--- src/rtl/master_req_tracker.sv ---
// ---------------------------------------------------------------------------
// MasterReqTracker (module master_req_tracker)
//
// Tracks outstanding requests from two masters to two slaves. Each master has
// a four-state FSM (NO_REQ -> WAIT -> W_ACK -> [W_DATA] -> NO_REQ). Each slave
// has a round-robin arbiter that grants one waiting master at a time, only
// while no other master still owns that slave.
//
// Ports
//   clk                 : single clock, all state changes on the rising edge
//   rst_n               : asynchronous active-low reset
//   m0_req / m1_req     : master request valid
//   m0_cmd / m1_cmd     : master command (0 read, 1 write)
//   m0_sel / m1_sel     : target slave number
//   m0_ack / m1_ack     : acknowledge back to master (combinational)
//   s0_ack / s1_ack     : slave acknowledge
//   s0_req / s1_req     : request valid to slave
//   s0_master/s1_master : master currently driving the slave (holds when idle)
//   stat0 / stat1       : master FSM state (0 NO_REQ, 1 WAIT, 2 W_ACK, 3 W_DATA)
//   slave0 / slave1     : slave number latched for each master
// ---------------------------------------------------------------------------
module master_req_tracker (
    input  logic       clk,
    input  logic       rst_n,
    input  logic       m0_req,
    input  logic       m1_req,
    input  logic       m0_cmd,
    input  logic       m1_cmd,
    input  logic       m0_sel,
    input  logic       m1_sel,
    output logic       m0_ack,
    output logic       m1_ack,
    input  logic       s0_ack,
    input  logic       s1_ack,
    output logic       s0_req,
    output logic       s1_req,
    output logic       s0_master,
    output logic       s1_master,
    output logic [1:0] stat0,
    output logic [1:0] stat1,
    output logic       slave0,
    output logic       slave1
);

    typedef enum logic [1:0] {
        ST_NO_REQ = 2'd0,
        ST_WAIT   = 2'd1,
        ST_W_ACK  = 2'd2,
        ST_W_DATA = 2'd3
    } state_t;

    state_t r_state0;
    state_t r_state1;
    logic   r_cmd0;
    logic   r_cmd1;
    logic   r_slave0;
    logic   r_slave1;
    logic   r_prio0;
    logic   r_prio1;
    logic   r_sMaster0;
    logic   r_sMaster1;

    logic   w_sAckFor0;
    logic   w_sAckFor1;
    logic   w_busy0;
    logic   w_busy1;
    logic   w_cont00;
    logic   w_cont10;
    logic   w_cont01;
    logic   w_cont11;
    logic   w_gnt00;
    logic   w_gnt10;
    logic   w_gnt01;
    logic   w_gnt11;
    logic   w_grant0;
    logic   w_grant1;

    // Next-state rule shared by both master FSMs. A read waits one extra
    // cycle in W_DATA for the returning data; a write finishes on the ack.
    function automatic state_t nextState(input state_t state,
                                         input logic   req,
                                         input logic   grant,
                                         input logic   ack,
                                         input logic   cmd);
        state_t next;
        next = state;
        case (state)
            ST_NO_REQ: if (req)   next = ST_WAIT;
            ST_WAIT:   if (grant) next = ST_W_ACK;
            ST_W_ACK:  if (ack)   next = cmd ? ST_NO_REQ : ST_W_DATA;
            default:              next = ST_NO_REQ;
        endcase
        return next;
    endfunction

    // Ack seen by each master comes from whichever slave it latched.
    assign w_sAckFor0 = r_slave0 ? s1_ack : s0_ack;
    assign w_sAckFor1 = r_slave1 ? s1_ack : s0_ack;

    // A slave stays busy through W_DATA so a second reader cannot be
    // granted while read data for the first is still on its way.
    assign w_busy0 = ((r_state0 == ST_W_ACK || r_state0 == ST_W_DATA) && !r_slave0) ||
                     ((r_state1 == ST_W_ACK || r_state1 == ST_W_DATA) && !r_slave1);
    assign w_busy1 = ((r_state0 == ST_W_ACK || r_state0 == ST_W_DATA) &&  r_slave0) ||
                     ((r_state1 == ST_W_ACK || r_state1 == ST_W_DATA) &&  r_slave1);

    // Contender wires are named w_cont<master><slave>.
    assign w_cont00 = (r_state0 == ST_WAIT) && !r_slave0;
    assign w_cont10 = (r_state1 == ST_WAIT) && !r_slave1;
    assign w_cont01 = (r_state0 == ST_WAIT) &&  r_slave0;
    assign w_cont11 = (r_state1 == ST_WAIT) &&  r_slave1;

    // Round-robin: a lone contender always wins; with two, the pointer decides.
    assign w_gnt00 = !w_busy0 && w_cont00 && (!w_cont10 || !r_prio0);
    assign w_gnt10 = !w_busy0 && w_cont10 && (!w_cont00 ||  r_prio0);
    assign w_gnt01 = !w_busy1 && w_cont01 && (!w_cont11 || !r_prio1);
    assign w_gnt11 = !w_busy1 && w_cont11 && (!w_cont01 ||  r_prio1);

    assign w_grant0 = w_gnt00 | w_gnt01;
    assign w_grant1 = w_gnt10 | w_gnt11;

    // Master FSMs, request capture, priority pointers and slave ownership.
    // The pointer only moves on a contested grant so an uncontested master
    // does not steal the next turn from the other one.
    always_ff @(posedge clk or negedge rst_n) begin
        if (!rst_n) begin
            r_state0   <= ST_NO_REQ;
            r_state1   <= ST_NO_REQ;
            r_cmd0     <= 1'b0;
            r_cmd1     <= 1'b0;
            r_slave0   <= 1'b0;
            r_slave1   <= 1'b0;
            r_prio0    <= 1'b0;
            r_prio1    <= 1'b0;
            r_sMaster0 <= 1'b0;
            r_sMaster1 <= 1'b0;
        end else begin
            r_state0 <= nextState(r_state0, m0_req, w_grant0, w_sAckFor0, r_cmd0);
            r_state1 <= nextState(r_state1, m1_req, w_grant1, w_sAckFor1, r_cmd1);

            if (r_state0 == ST_NO_REQ && m0_req) begin
                r_cmd0   <= m0_cmd;
                r_slave0 <= m0_sel;
            end
            if (r_state1 == ST_NO_REQ && m1_req) begin
                r_cmd1   <= m1_cmd;
                r_slave1 <= m1_sel;
            end

            if (!w_busy0 && w_cont00 && w_cont10) r_prio0 <= ~r_prio0;
            if (!w_busy1 && w_cont01 && w_cont11) r_prio1 <= ~r_prio1;

            if (w_gnt00)      r_sMaster0 <= 1'b0;
            else if (w_gnt10) r_sMaster0 <= 1'b1;
            if (w_gnt01)      r_sMaster1 <= 1'b0;
            else if (w_gnt11) r_sMaster1 <= 1'b1;
        end
    end

    // Acks reach a master only in W_ACK, so stray slave acks are dropped.
    assign m0_ack = (r_state0 == ST_W_ACK) && w_sAckFor0;
    assign m1_ack = (r_state1 == ST_W_ACK) && w_sAckFor1;

    assign s0_req = ((r_state0 == ST_W_ACK) && !r_slave0) ||
                    ((r_state1 == ST_W_ACK) && !r_slave1);
    assign s1_req = ((r_state0 == ST_W_ACK) &&  r_slave0) ||
                    ((r_state1 == ST_W_ACK) &&  r_slave1);

    assign s0_master = r_sMaster0;
    assign s1_master = r_sMaster1;
    assign stat0     = r_state0;
    assign stat1     = r_state1;
    assign slave0    = r_slave0;
    assign slave1    = r_slave1;

endmodule
--- config.mk ---
export PLATFORM = sky130hd
export DESIGN_NAME = master_req_tracker
export DESIGN_NICKNAME = d
export VERILOG_FILES = /design/src/rtl/master_req_tracker.sv
export SDC_FILE = /design/constraint.sdc
export NUM_CORES = 1
export LEC_CHECK = 0
export ABC_AREA = 1
export BUFFER_PORTS_ARGS = -buffer_cell sky130_fd_sc_hd__buf_2
export CORE_MARGIN = 3
export CORE_UTILIZATION = 41
export DETAILED_ROUTE_END_ITERATION = 12
export GPL_TIMING_DRIVEN = 0
export PLACE_DENSITY = 0.65
export REMOVE_ABC_BUFFERS = 1
export SLEW_MARGIN = 0
export SYNTH_ARGS = -nofsm -noshare
export SYNTH_HDL_FRONTEND = slang
export SYNTH_SLANG_ARGS = --single-unit
--- constraint.sdc ---
create_clock -name clk -period 2.9 [get_ports clk]
set_input_delay 0.145 -clock clk [delete_from_list [all_inputs] [get_ports clk]]
set_output_delay 0.145 -clock clk [all_outputs]
set_load 0.005 [all_outputs]
==> run summary <==
Outcome: complete, no violations
Synth warn: 0
Htree depth: 1
Reg2Reg Setup Slack: 1.65 ns
Sum of negative setup slack: 0 ns
Root buf cell: clkbuf_4
Post-synthesis sequential area ratio: 42.3%
Max incr delay on CP: 0.47 ns
Most instantiated library cell after synthesis: nand2_1
Tot Pwr: 0.000941 W
Clock share of power: 11.0%
Initial core utilization: 45.5%
IO Port Bufs: 21
CP Class: flop to output port
Max Slew Vio Count: 0
Slew @ Worst Pin: 0.289 ns
Worst setup EP type: output port
Die ar.: 2270 um2
Die Y: 47.6 um
Post-CTS Setup Inserts: 0
Fraction of final layout cells sized beyond drive strength 1: 32.5%
CP arrival: 1.30 ns
Chip Width: 47.6 um
Req. time, crit path: 2.76 ns
Clock buffer depth: 2
CTS tree: yes
Post-CTS Hold Fix Bufs: 1
Layout area overhead: 22.2%
Crit-path max FO: 7
Switching power: 0.000444 W
CTS Sinks: 12
Synth top cells by count: nand2_1 (15), nor2_1 (13), dfrtp_1 (12), nand3_1 (10), inv_1 (9)
Number of distinct library cells after synthesis: 19
Startpoint Class: flop
Post-CTS Resized: 0
Register area: 300 um2
Pre-antenna DRT Iters: 4
Top_reg_cell synth: dfrtp_1
Peak VDD IR: 0.000458 V
Clk_skew: 0.00364 ns
IO Pins: 22
Mapped Area: 709 um2
Worst slew margin: 80.7%
Async SR Flop Fraction: 100%
Synth Instances: 95
Worst-skew pair later-pin latency: 0.27 ns
Setup violators final: 0
Family with the most delay on the worst path: flip-flops
Area share of the leading cell type in the synthesized netlist: 42.3%
Rows: 14
All-Layer GR Usage: 17.0%
Hold Violations, Final: 0
First-pass GRT wire length: 2700 um
1st-iter DRT viols: 8
Max_cap viols: 0
Final Cycle Share: 49.9%
Area of the multi-input gates: 353 um2
Flop pwr share: 37.3%
DR vias: 683
RePlAce Congestion: 0.812
Grt ovf: 0
Largest net degree at the start of global routing: 13
Total CTS buffers: 3
DR WL/cell: 11.7 um
Filler cells: 153
Routed wire length: 1600 um
Layout net count: 132
Highest clock rate: 691 MHz
Minimum clock period: 1.45 ns
DRC errors left: 0
Syn avg cell area: 7.47 um2
Leak: 0.473 nW
CP Buf/Inv Count: 2
Post-layout util: 55.6%
Vias in the first global route: 625
EDFF count, synth: 0
CP Cell Sequence: inv_2, o21ai_1, nor2_1, buf_2
Unrepaired setup endpoints after global routing: false
Post-route cell area: 867 um2
Gate power share: 51.7%
HP Class: input pin to flop
Via/cell ratio: 5.02
DP Area: 835 um2
Core area: 1560 um2
Net Sw Frac: 47.1%
Initial antenna violation count: 0
Synth top area cells: dfrtp_1 (42%), nand2_1 (7.9%), nand3_1 (7.1%)
Worst hold slack: 0.118 ns
Slowest-stage cell, CP: dfrtp_1
Detailed placement HPWL: 1270 um
P per Cell Area: 1090 nW/um2
Worst-path clk slew: 0.08 ns
Int Power: 0.000497 W
Antenna-violating nets left: 0
Flops & latches, synth: 12
Yosys top cell by area: dfrtp_1
N_diodes: 0
## routing by layer
layer / vias up / part of all wire, % / track usage [%]
li1: 361 / - / -
met1: 304 / 51 / 24.7
met2: 13 / 45 / 24.3
met3: 5 / 3.1 / 3.76
met4: 0 / 1.4 / 6.45
met5: - / 0 / 0
## registers in the layout, summed over array words and instances (netlist names)
register	flops
r_cmd0	1
r_cmd1	1
r_prio0	1
r_prio1	1
s0_master	1
s1_master	1
slave0	1
slave1	1
stat0	2
stat1	2
## worst paths after layout
check                      depth (start not counted)       from   endpoint
max                                                4     slave0     m0_ack
min                                                3     m1_cmd     r_cmd1
max reg2reg                                        7   stat0[0]   stat1[1]
min reg2reg                                        2  s1_master  s1_master
max in group asynchronous                          2      rst_n   stat1[1]
min in group asynchronous                          2      rst_n    r_prio1
## per-stage QoR
step           setup slack, ns  cells
2_1_floorplan             1.81     95
3_3_place_gp              1.69    132
3_5_place_dp              1.67    132
4_1_cts                   1.46    136
5_1_grt                   1.37    136
6_report                  1.45    136
## cells in the final DEF (no fill, tap or decap)
cell           synthesis  final
a21boi_2               2      2
a21oi_1                6      6
buf_2                  0     21
clkbuf_4               0      3
dfrtp_1               12     12
dlygate4sd3_1          0      1
inv_1                  9      9
inv_2                  6      6
nand2_1               15     15
nand2_2                3      3
nand3_1               10     10
nand3_2                2      2
nand4_1                2      2
nor2_1                13     13
nor2_2                 1      1
nor2_4                 1      1
nor3_1                 2      2
o21ai_0                4      4
o21ai_1                2      2
o21bai_1               2      2
o22ai_1                2      2
xor2_1                 1      1
## power by group through the flow
stage / Combinational, W / Sequential (W) / Clock (W)
6_report: 0.000486 / 0.000351 / 0.000104
4_1_cts: 0.000492 / 0.000349 / 0.000106
3_3_place_gp: 0.000480 / 0.000353 / 0
2_1_floorplan: 0.000339 / 0.000341 / 0
5_1_grt: 0.000562 / 0.000365 / 0.000111
3_5_place_dp: 0.000489 / 0.000353 / 0
## kinds of logic (layout without fill, tap and decap cells)
family	after synthesis	count (layout)	share of synthesized area [%]
xor+xnor	1	1	1.23
buf+inv	15	40	7.94
simple gates	49	49	33.0
flops	12	12	42.3
compound gates	18	18	15.5
## final cells by class
class | instances | area share [%]
clock buffer | 3 | 2.60
sequential | 12 | 34.6
timing repair buffer | 22 | 13.3
inverter | 15 | 6.49
tap | 16 | 2.31
multi-input combinational | 68 | 40.7
## worst min-delay path, cell delays in order
cell,delay (ns)
buf_2,0.08
nor2_1,0.03
a21oi_1,0.10
Power figures use the tool's default switching activity.
